## src/rtl/scrub_scheduler_if.sv

```systemverilog
// rtl/scrub_scheduler_if.sv - per-bank scrub request/ack/error bundle
// Purpose: groups the scrub handshake between the scheduler and the banks.
// Signals (NUM_BANKS wide each):
//   scrub_req_o  one-hot request, driven by the scheduler (master)
//   scrub_ack_i  per-bank scrub-complete strobe, driven by the banks (slave)
//   scrub_err_i  per-bank corrected-flip flag, valid only with that bank's ack
interface scrub_scheduler_if #(
  parameter int NUM_BANKS = 4
);
  logic [NUM_BANKS-1:0] scrub_req_o;
  logic [NUM_BANKS-1:0] scrub_ack_i;
  logic [NUM_BANKS-1:0] scrub_err_i;

  modport master (
    output scrub_req_o,
    input  scrub_ack_i,
    input  scrub_err_i
  );

  modport slave (
    input  scrub_req_o,
    output scrub_ack_i,
    output scrub_err_i
  );
endinterface

```

## src/rtl/scrub_scheduler.sv

```systemverilog
// rtl/scrub_scheduler.sv - round-robin scrub sequencer with req/ack timeout
// Purpose: requests a scrub from each bank in turn, spaced by an idle period,
// and turns each completed scrub into a one-cycle error pulse on its lane.
// Ports:
//   clk_i, rst_i      clock, synchronous active-high reset
//   enable_i          run the scrub sequence while high
//   period_i          idle cycles between requests (sampled on WAIT entry)
//   bank_if           scrub req/ack/err bundle (master side)
//   err_flag_o        one-cycle pulse on the lane of a bank reporting an error
//   timeout_o         one-cycle pulse when a request is abandoned
//   round_done_o      one-cycle pulse when the last bank finishes
//   bank_idx_o        current bank index
//   pass_cnt_o        completed rounds, saturating at 0xFFFF
//   busy_o            high whenever the sequencer is not idle
module scrub_scheduler #(
  parameter int NUM_BANKS = 4,
  parameter int PERIOD_W  = 16,
  parameter int TIMEOUT   = 64
) (
  input  logic                         clk_i,
  input  logic                         rst_i,
  input  logic                         enable_i,
  input  logic [PERIOD_W-1:0]          period_i,
  scrub_scheduler_if.master            bank_if,
  output logic [NUM_BANKS-1:0]         err_flag_o,
  output logic                         timeout_o,
  output logic                         round_done_o,
  output logic [$clog2(NUM_BANKS)-1:0] bank_idx_o,
  output logic [15:0]                  pass_cnt_o,
  output logic                         busy_o
);

  localparam int BW = $clog2(NUM_BANKS);
  localparam int TW = $clog2(TIMEOUT);

  typedef enum logic [1:0] {
    S_IDLE = 2'd0,
    S_WAIT = 2'd1,
    S_REQ  = 2'd2,
    S_NEXT = 2'd3
  } state_e;

  state_e               state_q, state_d;
  logic [PERIOD_W-1:0]  period_cnt_q, period_cnt_d;
  logic [TW-1:0]        tmo_cnt_q, tmo_cnt_d;
  logic [BW-1:0]        bank_idx_q, bank_idx_d;
  logic [15:0]          pass_cnt_q, pass_cnt_d;
  logic [NUM_BANKS-1:0] err_flag_q, err_flag_d;
  logic                 timeout_q, timeout_d;
  logic                 round_done_q, round_done_d;

  logic [NUM_BANKS-1:0] bank_mask;
  logic                 ack_cur;
  logic                 tmo_hit;
  logic                 last_bank;

  // One-hot lane of the current bank; acks/errors outside it are ignored.
  assign bank_mask = {{(NUM_BANKS-1){1'b0}}, 1'b1} << bank_idx_q;
  assign ack_cur   = |(bank_if.scrub_ack_i & bank_mask);
  assign tmo_hit   = (tmo_cnt_q == TW'(TIMEOUT - 1));
  assign last_bank = (bank_idx_q == BW'(NUM_BANKS - 1));

  // State and datapath registers.
  always_ff @(posedge clk_i) begin
    if (rst_i) begin
      state_q      <= S_IDLE;
      period_cnt_q <= '0;
      tmo_cnt_q    <= '0;
      bank_idx_q   <= '0;
      pass_cnt_q   <= '0;
      err_flag_q   <= '0;
      timeout_q    <= 1'b0;
      round_done_q <= 1'b0;
    end else begin
      state_q      <= state_d;
      period_cnt_q <= period_cnt_d;
      tmo_cnt_q    <= tmo_cnt_d;
      bank_idx_q   <= bank_idx_d;
      pass_cnt_q   <= pass_cnt_d;
      err_flag_q   <= err_flag_d;
      timeout_q    <= timeout_d;
      round_done_q <= round_done_d;
    end
  end

  // Next-state logic.
  always_comb begin
    state_d = state_q;
    case (state_q)
      S_IDLE: if (enable_i) state_d = S_WAIT;
      S_WAIT: begin
        if (!enable_i)                         state_d = S_IDLE;
        else if (period_cnt_q <= PERIOD_W'(1)) state_d = S_REQ;
      end
      // enable_i is deliberately ignored here: an issued request must finish.
      S_REQ:  if (ack_cur || tmo_hit) state_d = S_NEXT;
      S_NEXT: state_d = enable_i ? S_WAIT : S_IDLE;
      default: state_d = S_IDLE;
    endcase
  end

  // Datapath next values and registered pulses.
  always_comb begin
    period_cnt_d = period_cnt_q;
    tmo_cnt_d    = '0;
    bank_idx_d   = bank_idx_q;
    pass_cnt_d   = pass_cnt_q;
    err_flag_d   = '0;
    timeout_d    = 1'b0;
    round_done_d = 1'b0;
    case (state_q)
      S_IDLE: if (enable_i) period_cnt_d = period_i;
      S_WAIT: begin
        if (enable_i && period_cnt_q > PERIOD_W'(1)) period_cnt_d = period_cnt_q - PERIOD_W'(1);
      end
      S_REQ: begin
        tmo_cnt_d = tmo_cnt_q + TW'(1);
        // Ack is checked first so an ack on the final cycle beats the timeout.
        if (ack_cur) begin
          err_flag_d   = bank_if.scrub_err_i & bank_mask;
          round_done_d = last_bank;
        end else if (tmo_hit) begin
          timeout_d    = 1'b1;
          round_done_d = last_bank;
        end
      end
      S_NEXT: begin
        bank_idx_d = last_bank ? '0 : bank_idx_q + BW'(1);
        if (last_bank && pass_cnt_q != 16'hFFFF) pass_cnt_d = pass_cnt_q + 16'd1;
        if (enable_i) period_cnt_d = period_i;
      end
      default: ;
    endcase
  end

  // Outputs, decoded from registers only.
  always_comb begin
    bank_if.scrub_req_o = (state_q == S_REQ) ? bank_mask : '0;
    busy_o              = (state_q != S_IDLE);
  end

  assign err_flag_o   = err_flag_q;
  assign timeout_o    = timeout_q;
  assign round_done_o = round_done_q;
  assign bank_idx_o   = bank_idx_q;
  assign pass_cnt_o   = pass_cnt_q;

endmodule

```

## src/flat_wrapper.sv

```systemverilog
// flat-port wrapper written by rule: the top's interface ports become plain ports
module scrub_scheduler_flat 
#(
  parameter int NUM_BANKS = 4,
  parameter int PERIOD_W  = 16,
  parameter int TIMEOUT   = 64
)
  (clk_i, rst_i, enable_i, period_i, err_flag_o, timeout_o, round_done_o, bank_idx_o, pass_cnt_o, busy_o, bank_if_scrub_req_o, bank_if_scrub_ack_i, bank_if_scrub_err_i);
  scrub_scheduler_if #(.NUM_BANKS(NUM_BANKS)) bank_if_i ();
  input  logic clk_i;
  input  logic rst_i;
  input  logic enable_i;
  input  logic [PERIOD_W-1:0] period_i;
  output logic [NUM_BANKS-1:0] err_flag_o;
  output logic timeout_o;
  output logic round_done_o;
  output logic [$clog2(NUM_BANKS)-1:0] bank_idx_o;
  output logic [15:0] pass_cnt_o;
  output logic busy_o;
  output wire logic [$bits(bank_if_i.scrub_req_o)-1:0] bank_if_scrub_req_o;
  input wire logic [$bits(bank_if_i.scrub_ack_i)-1:0] bank_if_scrub_ack_i;
  input wire logic [$bits(bank_if_i.scrub_err_i)-1:0] bank_if_scrub_err_i;
  assign bank_if_scrub_req_o = bank_if_i.scrub_req_o;
  assign bank_if_i.scrub_ack_i = bank_if_scrub_ack_i;
  assign bank_if_i.scrub_err_i = bank_if_scrub_err_i;
  scrub_scheduler #(.NUM_BANKS(NUM_BANKS), .PERIOD_W(PERIOD_W), .TIMEOUT(TIMEOUT)) u_core (.clk_i(clk_i), .rst_i(rst_i), .enable_i(enable_i), .period_i(period_i), .bank_if(bank_if_i), .err_flag_o(err_flag_o), .timeout_o(timeout_o), .round_done_o(round_done_o), .bank_idx_o(bank_idx_o), .pass_cnt_o(pass_cnt_o), .busy_o(busy_o));
endmodule
```

## config.mk

```make
export PLATFORM = sky130hd
export DESIGN_NAME = scrub_scheduler_flat
export DESIGN_NICKNAME = d
export VERILOG_FILES = /design/src/rtl/scrub_scheduler_if.sv /design/src/rtl/scrub_scheduler.sv /design/src/flat_wrapper.sv
export SDC_FILE = /design/constraint.sdc
export NUM_CORES = 1
export LEC_CHECK = 0
export CAP_MARGIN = 20
export CORE_MARGIN = 2
export CORE_UTILIZATION = 28
export DETAILED_ROUTE_END_ITERATION = 12
export PLACE_DENSITY = 0.51
export SYNTH_ARGS = -nofsm -noshare
export SYNTH_HDL_FRONTEND = slang
export SYNTH_SLANG_ARGS = --single-unit
export TNS_END_PERCENT = 20
```

## constraint.sdc

```tcl
create_clock -name clk_i -period 2.3 [get_ports clk_i]
set_clock_uncertainty 0.05 [all_clocks]
set_input_delay 0.69 -clock clk_i [delete_from_list [all_inputs] [get_ports clk_i]]
set_output_delay 0.69 -clock clk_i [all_outputs]
set_load 0.05 [all_outputs]
```

==> results of run 1 <==
kinds of logic after synthesis:
group,count (synthesis),share of synthesized area (%)
xor gates and xnor gates,17,5.60
buffers and inverters,31,5.60
AOI/OAI and AO/OA,80,20.6
adders and majority gates,14,6.59
DFF,48,36.1
muxes,4,1.51
and+or+nand+nor,123,24.0
repair_timing:
item                       CTS  global route
cloned                       0             0
setup endpoints to repair    4             6
resized for setup            1             5
hold buffers                 0             0
hold endpoints to repair     0             0
worst paths after layout:
kind	cells past startpoint	slack (ns)	to
worst max register to register	8	0.23	u_core.period_cnt_q[10]
worst min-delay path	1	0.41	u_core.tmo_cnt_q[0]
worst max-delay path	1	0.07	pass_cnt_o[15]
worst min register to register	1	0.41	u_core.tmo_cnt_q[0]
stage by stage:
step | total power [W] | hold WS, ns | cells
6_report | 0.00285 | 0.407 | 511
5_1_grt | 0.00305 | 0.447 | 511
4_1_cts | 0.00286 | 0.411 | 511
3_5_place_dp | 0.00234 | 0.389 | 504
3_3_place_gp | 0.00235 | 0.390 | 504
2_1_floorplan | 0.00194 | 0.368 | 317
power groups by stage:
stage	registers, W	logic [W]	clock network (W)
after detailed placement	0.00106	0.00128	0
after floorplan	0.00104	0.000898	0
final	0.00104	0.00129	0.000510
after global placement	0.00106	0.00129	0
after CTS	0.00104	0.00129	0.000534
after global routing	0.00106	0.00143	0.000565
cell usage in the layout (no fill, tap or decap), drive strengths merged, types with 3 or more instances in the layout:
cell,Yosys,layout
buf,4,38
o21a,4,4
or3,3,3
nand3,9,9
xor2,11,11
xnor2,6,6
nor4,6,6
nand4,4,4
clkbuf,11,5
or4,3,3
dfxtp,48,48
o32ai,13,13
inv,14,14
a21oi,30,30
and2,6,6
nor2,36,36
and4,4,4
o21ai,6,6
and3,15,15
nand2,24,24
a31oi,4,4
clkdlybuf4s50,0,33
mux2i,4,4
ha,14,14
nor3,11,11
clkinv,2,3
a22oi,4,4
flip-flops by register name, summed over array words and instances (netlist names), named ones only:
signal,count
u_core.err_flag_o,4
u_core.tmo_cnt_q,6
u_core.period_cnt_q,16
u_core.timeout_o,1
u_core.state_q,1
u_core.pass_cnt_o,16
u_core.bank_idx_o,2
u_core.round_done_o,1
cell type report:
class                           count  area, µm²  share of cell area, %
Clock buffer                        5       68.8                   1.94
Clock inverter                      2       12.5                  0.353
Inverter                           16       60.1                   1.69
Multi-Input combinational cell    238       1570                   44.1
Sequential cell                    48        962                   27.1
Tap cell                          129        161                   4.55
Timing Repair Buffer               73        716                   20.2
routing by layer:
metal | share of wire, % | vias to the layer above | GRT usage (%)
li1 | - | 1292 | -
met1 | 51 | 1197 | 20.6
met2 | 44 | 61 | 21.6
met3 | 4.1 | 4 | 2.42
met4 | 0.92 | 0 | 4.47
met5 | 0 | - | 0
==> parameters.txt, run 1 <==
Parameter                              Value

Routing
  Detailed-route wire length    7.04 mm
  Residual DRC    0
  DR iter-0 viols    116
  WL per Instance    13.8 µm
  Residual antenna-violating net count after detailed routing    0
  Routed vias    2554
  Detailed-router iteration count before antenna repair    4
  Average vias per placed instance    5.00

Setup path
  Critical path type    flip-flop to output port
  Required time of the worst setup path    1.56 ns
  CP cell instances    clkdlybuf4s50_1
  CP startpoint kind    flip-flop
  CP max FO    3
  Startpoint of the worst-slack reg-to-reg timing path    u_core.period_cnt_q[0]
  Cell with the biggest individual delay on the critical path    clkdlybuf4s50_1
  CP max stage delay    0.81 ns
  Endpoint kind of the worst setup timing path    output port
  Worst Path Buf+Inv    1
  Origin of the worst setup path    u_core.pass_cnt_o[15]
  Arrival time worst endpoint    1.49 ns
  CP top delay family    buffers and inverters

Clock tree
  Number of buffers added by the clock tree synthesis step    5
  CTS tree    yes
  Clock insertion delay at the later pin of the skew report    0.30 ns
  CTS root buf    clkbuf_8
  Clock transition at the registers of the reported paths    0.09 ns
  # clock sinks    48
  Clock buffer depth    2
  Number of setup buffers added after CTS    0
  Deepest level of the CTS H-tree    2

Yosys
  Register area share after synthesis    36.1%
  Gate count of the mapped netlist    317
  Synthesized net count    358
  Most common library cells after synthesis    dfxtp_1, nor2_1, a21oi_1
  Synth Warn #    0
  Async S/R FF share, synth    0%
  Count of flip-flops with a built-in enable after synthesis    0
  Cell area after technology mapping    2660 µm²
  Synthesized flop and latch total    48
  Synth Area per Inst    8.39 µm²
  Most frequently used cell type in the post-synthesis netlist    dfxtp_1
  Area leader, netlist    dfxtp_1
  Top area cells in the synthesized netlist    dfxtp_1, ha_1, a21oi_1, nor2_1, o32ai_1
  Synth Flop Type    dfxtp_1
  Count of different cell masters after synthesis    49
  Proportion of netlist area held by the largest area contributor    36.1%

STA
  Final-report setup violation count    0
  Worst relative slew slack    55.5%
  Transition time of the tightest slew-check pin    0.659 ns
  Sum of negative setup slack    0 ns
  Highest attainable clock frequency    0.449 GHz
  Max-slew violation total from the final report    0
  Final Hold Viols    0
  Time the worst path needs with I/O delays and setup    2.23 ns
  Unrepaired setup endpoints after global routing    false
  Part of the cycle the worst path needs    96.8%
  Final setup margin    0.0736 ns

Power and ir drop
  Pwr/cell area    803 nW/µm²
  Leakage power    1.40 nW
  Sw Share    39.9%
  Part of the power in combinational logic    45.5%
  Clock share of power    17.9%
  Relative contribution of sequential cells to total power    36.6%
  Largest voltage drop on the vdd net    0.311 mV
  Internal power contribution    0.00171 W
  Net switching power    0.00114 W

Global routing
  Total grt overflow    0
  GR Util All Layers    14.3%
  Initial antenna violation count    0
  Vias in the first global route    2407
  Global-route wire length before repair    11.8 mm
  Pin count of the biggest net entering global routing    34

Layout
  Area of all placed cells without fillers    3550 µm²
  Nets@finish    423
  End-of-flow core utilization    38.4%
  Layout cell share with drive strength beyond 1    14.7%
  Layout overhead on the synthesized area    33.3%
  Antenna diode count    0
  Fillcell total    971

Run status
  Run status    finished, final reports clean

Place
  Cell area after placement    3440 µm²
  Placer's final routability congestion estimate    0.820
  Count of buffers inserted at the top-level ports    55
  HPWL Detailed    5.07 mm
  Placement-stage worst setup slack    -0.00426 ns

Hold path
  Worst hold-check path type    flip-flop to flip-flop
  Worst min-delay path startpoint    u_core.tmo_cnt_q[0]

Die
  I/O pin count    56
  Die Ht    101 µm
  CORE AREA    9240 µm²
  DIE WIDTH    101 µm
  Cell Rows    35
  Die Footprint    10300 µm²
  Effective utilization at floorplan    28.8%

Job
  Total of max-cap violations    0
(Power assumes the default switching activity.)
==> run 2: changes to the inputs <==
Settings changed: CORE_UTILIZATION 28 to 35, PLACE_DENSITY 0.51 to 0.6.
==> parameters.txt, run 2 (synthesis results as in run 1) <==
Parameter                              Value

STA
  Final Hold Viols    0 (unchanged)
  Final-report setup violation count    0 (unchanged)
  Unrepaired setup endpoints after global routing    false
  Sum of negative setup slack    0 ns (unchanged)
  Time the worst path needs with I/O delays and setup    2.23 ns (+0.00749 ns)
  Highest attainable clock frequency    0.448 GHz (-0.34%)
  Part of the cycle the worst path needs    97.1% (+0.33 points)
  Worst relative slew slack    53.7% (-1.8 points)
  Transition time of the tightest slew-check pin    0.685 ns (+0.0260 ns)
  Max-slew violation total from the final report    0 (unchanged)

Place
  Number of placed instances, taps included    473 (-6.2%)
  Count of buffers inserted at the top-level ports    55 (unchanged)
  HPWL Detailed    4.92 mm (-3.0%)
  Cell area after placement    3400 µm² (-1.2%)
  Placer's final routability congestion estimate    0.805 (-1.9%)

Routing
  Residual DRC    0 (unchanged)
  Detailed-router iteration count before antenna repair    4 (unchanged)
  WL per Instance    14.1 µm (+2.5%)
  DR iter-0 viols    134 (+16%)
  Routed vias    2509 (-1.8%)
  Detailed-route wire length    6.78 mm (-3.7%)
  Residual antenna-violating net count after detailed routing    0 (unchanged)
  Average vias per placed instance    5.23 (+4.6%)

Clock tree
  CTS root buf    clkbuf_8
  CTS tree    yes
  CTS Hold Bufs    0 (unchanged)
  Clock insertion delay at the later pin of the skew report    0.30 ns (about the same)
  Clock buffer depth    2 (unchanged)
  Clock transition at the registers of the reported paths    0.09 ns (about the same)
  Number of buffers added by the clock tree synthesis step    5 (unchanged)
  Number of setup buffers added after CTS    0 (unchanged)
  # clock sinks    48 (unchanged)
  Deepest level of the CTS H-tree    2 (unchanged)

Layout
  Layout cell share with drive strength beyond 1    13.9% (-0.75 points)
  End-of-flow core utilization    47.9% (+9.5 points)
  Leading cell type in the layout, fill and taps excluded    dfxtp_1
  Nets@finish    422 (-0.24%)
  Layout overhead on the synthesized area    31.4%
  Fillcell total    756 (-22%)
  Post-Layout Cell Count    480 (-6.1%)
  Most frequent cells in the layout    dfxtp_1, nor2_1, clkdlybuf4s50_1
  Antenna diode count    0 (unchanged)
  Area of all placed cells without fillers    3490 µm² (-1.4%)

Run status
  Run status    finished, final reports clean

Setup path
  Required time of the worst setup path    1.56 ns (about the same)
  Critical path type    flip-flop to output port
  CP max FO    5 (+2)
  CP top delay family    buffers and inverters
  Worst Path Buf+Inv    1 (unchanged)
  CP startpoint kind    flip-flop
  Endpoint kind of the worst setup timing path    output port
  CP cell instances    clkdlybuf4s50_1
  Cell with the biggest individual delay on the critical path    clkdlybuf4s50_1
  Arrival time worst endpoint    1.49 ns (about the same)
  CP max stage delay    0.82 ns (about the same)

Die
  Die Footprint    8310 µm² (-19%)
  Die Ht    91.2 µm (-10%)
  CORE AREA    7290 µm² (-21%)
  Effective utilization at floorplan    36.5% (+7.7 points)
  I/O pin count    56 (unchanged)
  DIE WIDTH    91.2 µm (-10%)
  Cell Rows    31 (-11%)

Power and ir drop
  Relative contribution of sequential cells to total power    36.4% (-0.2 points)
  Clock share of power    17.4% (-0.5 points)
  Leakage power    1.41 nW (+0.81%)
  Internal power contribution    0.00172 W (+0.31%)
  Largest voltage drop on the vdd net    0.288 mV (-7.4%)
  Pwr/cell area    810 nW/µm² (+0.80%)
  Net switching power    0.00111 W (-2.1%)
  Part of the power in combinational logic    46.2% (+0.7 points)
  Sw Share    39.3% (-0.59 points)

Job
  Total of max-cap violations    0 (unchanged)

Global routing
  Vias in the first global route    2406 (-0.042%)
  Initial antenna violation count    0 (unchanged)
  Total grt overflow    0 (unchanged)
  Pin count of the biggest net entering global routing    34 (unchanged)
  Global-route wire length before repair    11.6 mm (-1.4%)
  GR Util All Layers    16.7% (+2.5 points)

Hold path
  Worst hold-check path type    flip-flop to flip-flop
-- run 2: final cells by class --
cell class | count | area [µm²] | share of cell area, %
timing repair buffer | 72 | 716 | 20.5
multi-input combinational | 238 | 1560 | 44.5
clock inverter | 1 | 5.00 | 0.143
tap | 99 | 124 | 3.54
sequential | 48 | 961 | 27.5
inverter | 16 | 60.1 | 1.72
clock buffer | 6 | 72.6 | 2.08
-- run 2: timing repair --
item | 4_1_cts | 5_1_grt
gates resized for setup | 2 | 5
cloned | 0 | 0
endpoints found under the setup margin | 6 | 7
-- run 2: metrics by stage --
| stage | power, W | worst slack [ns] | hold WS, ns |
|---|---|---|---|
| 2_1_floorplan | 0.00194 | 0.0288 | 0.368 |
| 3_3_place_gp | 0.00234 | -0.0867 | 0.383 |
| 3_5_place_dp | 0.00234 | -0.147 | 0.389 |
| 4_1_cts | 0.00284 | 0.0132 | 0.402 |
| 5_1_grt | 0.00304 | 0.00492 | 0.419 |
| 6_report | 0.00283 | 0.0661 | 0.399 |
-- run 2: worst paths after layout --
check                           cells past startpoint                     end  slack [ns]                   start
worst max register to register                      7  u_core.period_cnt_q[7]        0.14  u_core.period_cnt_q[0]
worst min-delay path                                1     u_core.tmo_cnt_q[0]        0.40     u_core.tmo_cnt_q[0]
worst min register to register                      1     u_core.tmo_cnt_q[0]        0.40     u_core.tmo_cnt_q[0]
worst max-delay path                                1          pass_cnt_o[11]        0.07   u_core.pass_cnt_o[11]
-- run 2: power by group through the flow --
stage	registers, W	logic [W]	clock network [W]
final	0.00103	0.00131	0.000491
after global routing	0.00105	0.00146	0.000539
after CTS	0.00103	0.00131	0.000509
after detailed placement	0.00104	0.00130	0
after global placement	0.00104	0.00130	0
after floorplan	0.00104	0.000898	0
-- run 2: routing by layer --
metal	part of all wire, %	up-vias	GRT usage [%]
li1	-	1283	-
met1	51	1156	23.8
met2	44	65	25.8
met3	5.0	5	3.73
met4	0.81	0	3.91
met5	0	-	0
